## src/rtl/ssd_pkg.sv

```systemverilog
// Shared definitions for the seven-segment BCD conversion path.
//   BIN_W_DEF / DIGITS_DEF : default binary width and BCD digit count
//   state_t                : converter control states
//   BCD_ADJ_THRESH/ADD     : double-dabble nibble correction constants
package ssd_pkg;

  localparam int unsigned BIN_W_DEF      = 13;
  localparam int unsigned DIGITS_DEF     = 4;
  localparam int unsigned BCD_ADJ_THRESH = 5;
  localparam int unsigned BCD_ADJ_ADD    = 3;

  typedef enum logic {
    IDLE  = 1'b0,
    SHIFT = 1'b1
  } state_t;

endpackage : ssd_pkg

```

## src/rtl/bcd_nibble_adj.sv

```systemverilog
// Double-dabble digit correction: adds 3 to any nibble of 5 or more so the
// following left shift carries correctly into the next decimal digit.
//   nibbleIn  : current BCD scratch digit
//   nibbleOut : corrected digit (4-bit wrap, never reached for legal inputs)
module bcd_nibble_adj
  import ssd_pkg::*;
(
  input  logic [3:0] nibbleIn,
  output logic [3:0] nibbleOut
);

  assign nibbleOut = (nibbleIn >= 4'(BCD_ADJ_THRESH)) ? nibbleIn + 4'(BCD_ADJ_ADD)
                                                     : nibbleIn;

endmodule : bcd_nibble_adj

```

## src/rtl/ssd_bcd_converter.sv

```systemverilog
// Iterative binary-to-BCD converter (one double-dabble shift per clock)
// feeding the four-digit seven-segment driver. bcd_out holds the previous
// result until a conversion completes, so the display never sees partial
// digits.
//   clk     : system clock
//   rst     : asynchronous active-low reset
//   start   : single-cycle convert request, ignored while busy
//   bin_in  : binary value, sampled on the accepted start edge
//   busy    : conversion in progress
//   done    : one-cycle pulse when bcd_out is updated
//   bcd_out : packed BCD, digit 0 in [3:0]
// Build option: define SSD_BCD_AUTO_CONVERT_EN to start a conversion
// automatically whenever bin_in differs from the last converted value.
module ssd_bcd_converter
  import ssd_pkg::*;
#(
  parameter int unsigned BIN_W  = BIN_W_DEF,
  parameter int unsigned DIGITS = DIGITS_DEF
) (
  input  logic                  clk,
  input  logic                  rst,
  input  logic                  start,
  input  logic [BIN_W-1:0]      bin_in,
  output logic                  busy,
  output logic                  done,
  output logic [4*DIGITS-1:0]   bcd_out
);

  localparam int unsigned SCR_W = 4 * DIGITS;
  localparam int unsigned CNT_W = $clog2(BIN_W + 1);

  state_t             state;
  state_t             stateNext;
  logic [BIN_W-1:0]   shiftReg;
  logic [BIN_W-1:0]   shiftNext;
  logic [SCR_W-1:0]   scratch;
  logic [SCR_W-1:0]   scratchNext;
  logic [SCR_W-1:0]   scratchAdj;
  logic [CNT_W-1:0]   count;
  logic [CNT_W-1:0]   countNext;
  logic               busyNext;
  logic               doneNext;
  logic [SCR_W-1:0]   bcdNext;
  logic               startEff;

  // Per-digit correction applied before every shift
  for (genvar d = 0; d < DIGITS; d++) begin : g_adj
    bcd_nibble_adj uAdj (
      .nibbleIn  (scratch[4*d +: 4]),
      .nibbleOut (scratchAdj[4*d +: 4])
    );
  end

`ifdef SSD_BCD_AUTO_CONVERT_EN
  logic [BIN_W-1:0] lastBin;
  logic             autoStart;

  // A new value on bin_in requests a conversion on its own
  assign autoStart = (state == IDLE) && (bin_in != lastBin);
  assign startEff  = start | autoStart;

  // Remember the value handed to the converter
  always_ff @(posedge clk or negedge rst) begin
    if (!rst) begin
      lastBin <= '0;
    end else if (state == IDLE && startEff) begin
      lastBin <= bin_in;
    end
  end
`else
  assign startEff = start;
`endif

  // Next-state and datapath control
  always_comb begin
    stateNext   = state;
    shiftNext   = shiftReg;
    scratchNext = scratch;
    countNext   = count;
    busyNext    = busy;
    doneNext    = 1'b0;
    bcdNext     = bcd_out;
    unique case (state)
      IDLE: begin
        if (startEff) begin
          shiftNext   = bin_in;
          scratchNext = '0;
          countNext   = CNT_W'(BIN_W);
          busyNext    = 1'b1;
          stateNext   = SHIFT;
        end
      end
      SHIFT: begin
        // Adjusted scratch and shift register move left as one word;
        // the top scratch bit falls off
        scratchNext = {scratchAdj[SCR_W-2:0], shiftReg[BIN_W-1]};
        shiftNext   = {shiftReg[BIN_W-2:0], 1'b0};
        countNext   = count - CNT_W'(1);
        if (count == CNT_W'(1)) begin
          bcdNext   = scratchNext;
          doneNext  = 1'b1;
          busyNext  = 1'b0;
          stateNext = IDLE;
        end
      end
      default: stateNext = IDLE;
    endcase
  end

  // State and output registers
  always_ff @(posedge clk or negedge rst) begin
    if (!rst) begin
      state    <= IDLE;
      shiftReg <= '0;
      scratch  <= '0;
      count    <= '0;
      busy     <= 1'b0;
      done     <= 1'b0;
      bcd_out  <= '0;
    end else begin
      state    <= stateNext;
      shiftReg <= shiftNext;
      scratch  <= scratchNext;
      count    <= countNext;
      busy     <= busyNext;
      done     <= doneNext;
      bcd_out  <= bcdNext;
    end
  end

endmodule : ssd_bcd_converter
```

## config.mk

```make
export PLATFORM = sky130hd
export DESIGN_NAME = ssd_bcd_converter
export DESIGN_NICKNAME = d
export VERILOG_FILES = /design/src/rtl/ssd_pkg.sv /design/src/rtl/bcd_nibble_adj.sv /design/src/rtl/ssd_bcd_converter.sv
export SDC_FILE = /design/constraint.sdc
export NUM_CORES = 1
export LEC_CHECK = 0
export BUFFER_PORTS_ARGS = -buffer_cell sky130_fd_sc_hd__buf_2
export CORE_ASPECT_RATIO = 0.9
export CORE_MARGIN = 5
export CORE_UTILIZATION = 51
export DETAILED_ROUTE_END_ITERATION = 16
export GPL_TIMING_DRIVEN = 0
export PLACE_DENSITY = 0.75
export SLEW_MARGIN = 20
export SYNTH_ARGS = -nofsm -noshare
export SYNTH_HDL_FRONTEND = slang
export SYNTH_SLANG_ARGS = --single-unit
```

## constraint.sdc

```tcl
create_clock -name clk -period 1.7 [get_ports clk]
set_input_delay 0.34 -clock clk [delete_from_list [all_inputs] [get_ports clk]]
set_output_delay 0.34 -clock clk [all_outputs]
set_load 0.05 [all_outputs]
```

* Yosys cells after proc, flatten, opt, wreduce, memory -nomap -nowiden *
Index checks and enable logic that the tools add are counted.

storage, ports and cells
  bits in registers = 52
  logic and storage cells = 40
  input bits = 16

cells by class
  add/sub/neg operators = 5
  bitwise operators = 1
  reduce and logical (&&, ||, !) cells = 2
  equal/unequal tests = 3
  $lt $le $gt $ge = 4
  multiplexer cells = 18

operators by type and width
  operator                                                               count
  16-bit case mux with 2 select lines                                    1
  13-bit case mux with 2 select lines                                    1
  4-bit by 3-bit >= comparator with 1-bit output, second input constant  4
  16-bit two-way mux                                                     1
  4-bit two-way mux                                                      4
  13-bit two-way mux                                                     1
  4-bit by 2-bit adder with 4-bit output, second input constant          3
  4-bit case mux with 2 select lines                                     1
  1-bit two-way mux                                                      6
  4-bit by 1-bit == test with 1-bit output, second input constant        1
  1-bit case mux with 2 select lines                                     2
  2-bit AND reduction                                                    2
  4-bit by 1-bit subtractor with 4-bit output, second input constant     1
  3-bit by 2-bit adder with 3-bit output, second input constant          1
  3-bit two-way mux                                                      1
  2-bit by 1-bit != test with 1-bit output, second input constant        1
  2-bit != test, second input constant                                   1
  1-bit NOT                                                              1

* Longest topological paths before layout *
  word-level depth = 3
  depth in mapped cells = 8

* Cells and area by module *
From an unflattened synthesis, not the netlist that was laid out.

second synthesis, totals
  cells, all modules = 219
  area, all modules = 2523.7 µm²

modules (own cells, without submodules)
  module             seq. area each (µm²)  times used  cells an instance  area an instance (µm²)
  ssd_bcd_converter  1301.2                1           155                2118.3
  bcd_nibble_adj     0.0                   4           16                 101.3

* Least setup slack after synthesis *
Ideal clock, no wire load.

  kind = register to register
  start point = reg count[1]
  end point = reg bcd_out[14]
  cell stages (with the launch flop) = 8
  setup slack = -0.040 ns
  data arrival time = 1.613 ns
  path through = dfrtp_1 > inv_1 > ha_1 > or4b_1 > buf_2 > inv_2 > buf_6 > mux2_1

on the way
  longest elaborated chain between the ends = 2

ends and longest elaborated chain
  element                                   line                      source
  start, declared                           ssd_bcd_converter.sv:39   logic [CNT_W-1:0] count;
  start signal, assigned                    ssd_bcd_converter.sv:124  count <= countNext;
  4-bit by 1-bit == test with 1-bit output  ssd_bcd_converter.sv:99   if (count == CNT_W'(1)) begin
  2-bit AND reduction (no line)             -
  end signal, assigned                      ssd_bcd_converter.sv:127  bcd_out <= bcdNext;
  end, declared                             ssd_bcd_converter.sv:26   output logic [4*DIGITS-1:0] bcd_out

Every way passes these cells.
A chain may end at the register's enable or synchronous reset.

* Worst setup path in the final report *
Ends and elaborated chain as after synthesis.

==> flow_summary_export.csv <==
group,metric,value,unit
sta,hold_slack,0.0534,ns
sta,slew_headroom,57.5,%
power,p_per_area,2060,nW/um^2
flow_run,drv_cap,0,
sta,period_minus_slack,1.75,ns
global_route,antenna_found_initial,0,
setup_path,cp.arrival,1.94,ns
setup_path,worstPathRequired,1.90,ns
final_layout,nets,308,
yosys,ys_warn_count,0,
yosys,ys_ff_latch,52,
power,p_comb_share,50.8,%
power,switching_share,43.1,%
routing,antenna_left,0,
sta,fmax,572,MHz
yosys,synthesis.nets,259,
power,seqPwrFrac,35.6,%
final_layout,area_growth,21.3,%
power,power.total,6070,uW
routing,via_per_inst,5.28,
cts,clk_path_buf_depth,2,
setup_path,path_class,"register to register",
final_layout,multi_input_area,1070,sq um
cts,cts_root_buf,"clkbuf_8",
sta,worst_pin_slew,0.637,ns
yosys,avgSynthCellArea,10.4,sq um
cts,cts_sinks,52,
sta,rsz0062_at_grt,"true",
worst_hold_path,hp-class,"input pin to async pin",
cts,insertion_delay,0.31,ns
cts,htree_levels,2,
yosys,syn-cell-area,2430,sq um
global_route,grt_pass1_vias,1843,
global_route,grt_pass1_wl,8590,um
final_layout,layout_common_cells,"52 x dfrtp_1, 33 x nand2_1, 32 x buf_2",
yosys,syn_inst,233,
sta,final_hold_viol_count,0,
floorplanning,die_area,6260,sq um
yosys,yosys.area.top_type,"dfrtp_1",
global_route,grt_max_degree,53,
final_layout,n_fill_cell,395,
cts,cts.clk_slew.worst_paths,0.09,ns
global_route,track_usage,17.4,%
final_layout,final_common_cell,"dfrtp_1",
place,gp_congestion,0.830,
power,p_int,3460,uW
place,dp_hpwl,3390,um
power,power.switching,2610,uW
floorplanning,start_util,53.5,%
final_layout,drive_above_1_share,24.0,%
power,p_leak,0.00143,uW
final_layout,seqCellArea,1300,sq um
cts,hold_buffers,0,
yosys,synth.top_cell.area_share,53.5,%
global_route,grt_remaining_overflow,0,
routing,drtIter0Drc,62,
yosys,synth_cell_types,23,
floorplanning,ios,34,
yosys,ys_top_cells_by_area,"dfrtp_1 53%, mux2i_1 6.6%, ha_1 5.1%, nand2_1 5.1%, o21ai_0 4.7%",
routing,wl,5010,um
sta,fin_ws,-0.0486,ns
place,port_buffers,32,
outcome,status,"complete, but fails checks",
power,ir_drop,0.000925,V
sta,period_share,103,%
cts,tritoncts,"done",
routing,vias,1820,
power,power_frac_clock,13.7,%
floorplanning,row_count,23,
cts,numCtsBuffers,5,
sta,skew,0.00367,ns
final_layout,diodes,0,
setup_path,end_kind,"register",
outcome,violations,"setup timing",
routing,dr.pass1.iters,4,
floorplanning,die_w,82.8,um
setup_path,cp-start-kind,"register",
sta,finalMaxSlewViolations,0,
yosys,ys_seq_area_share,53.5,%
floorplanning,die_h,75.5,um
setup_path,path_max_fanout,5,
routing,drc_errors,0,
floorplanning,fp.coreArea,4550,sq um
sta,setup_viol,7,
routing,routedWlPerCell,14.5,um
==> kinds of logic after synthesis <==
kind of cell | count (synthesis) | share of synthesized area [%]
compound gates | 55 | 12.6
xor+xnor | 6 | 2.16
fa+ha+maj | 10 | 5.14
buf+inv | 26 | 4.47
flops | 52 | 53.5
mux | 24 | 10.3
simple gates | 60 | 11.9
==> registers in the layout (all words and copies together) (netlist names) <==
register and count:
count 4, shiftReg 13, busy 1, bcd_out 16, done 1, state 1
scratch 16
==> per-layer routing <==
metal  up-vias  wire, um  track usage [%]
met5         -         0                0
met4         0       102             7.44
met3        10       254             4.54
met2        44      2230             28.1
met1       866      2420             22.7
li1        900         -                -
==> worst paths after layout <==
kind | start | to | slack (ns) | cells after the start
max | count[1]$_DFFE_PN0P_ | bcd_out[14]$_DFFE_PN0P_ | -0.05 | 6
min | rst | bcd_out[11]$_DFFE_PN0P_ | 0.05 | 1
max reg2reg | count[1]$_DFFE_PN0P_ | bcd_out[14]$_DFFE_PN0P_ | -0.05 | 6
min reg2reg | bcd_out[0]$_DFFE_PN0P_ | bcd_out[0]$_DFFE_PN0P_ | 0.48 | 2
max in group asynchronous | rst | scratch[1]$_DFFE_PN0P_ | 1.23 | 1
min in group clk | bin_in[0] | shiftReg[0]$_DFFE_PN0P_ | 0.29 | 3
==> per-stage QoR <==
step | TNS [ns] | instance area, sq um | setup slack, ns | std cells | utilization (%)
2_1_floorplan | -0.182 | 2470 | -0.0303 | 233 | -
3_3_place_gp | -0.787 | 2710 | -0.136 | 327 | 59.5
3_5_place_dp | -0.830 | 2710 | -0.141 | 327 | 59.6
4_1_cts | -0.480 | 2940 | -0.0809 | 346 | 64.6
5_1_grt | -0.735 | 2950 | -0.102 | 345 | 64.9
6_report | -0.238 | 2950 | -0.0486 | 345 | 64.9
==> synthesized netlist by cell type <==
cell / count
dfrtp_1: 52
nand2_1: 33
o21ai_0: 23
mux2i_1: 16
a21oi_1: 15
ha_1: 10
inv_1: 10
nor3b_1: 10
o22ai_1: 9
clkbuf_1: 8
nor3_1: 8
a21o_1: 7
mux2_1: 6
xnor2_1: 6
nand2b_1: 4
nor2_1: 4
buf_2: 3
buf_1: 2
inv_2: 2
mux2_2: 2
buf_6: 1
o31ai_1: 1
or4b_1: 1
==> area by class of cell <==
type	count	area share, %
plain buffers	13	2.54
clock inverters	2	1.19
clock buffers	6	2.46
repair buffers	43	9.11
well taps	62	2.63
multi-input cells	155	36.2
flip-flops and latches	52	44.1
inverters	12	1.78
==> critical path, stage by stage (launching register included) <==
cell and delay [ns]:
dfrtp_1 0.41, inv_2 0.08, ha_4 0.11, or4b_4 0.51
inv_8 0.10, buf_12 0.12, mux2_4 0.30
==> timing repair <==
action,in CTS,in global routing
gates cloned,1,0
gates resized for setup,10,9
endpoints found under the setup margin,7,19
setup buffers,10,1
==> power by group through the flow <==
stage | Sequential (uW) | Combinational [uW] | Clock [uW]
2_1_floorplan | 2740 | 1630 | 0
3_3_place_gp | 2150 | 2780 | 0
3_5_place_dp | 2180 | 2870 | 0
4_1_cts | 2150 | 3060 | 845
5_1_grt | 2230 | 3390 | 898
6_report | 2160 | 3080 | 829
Power figures use the tool's default switching activity.
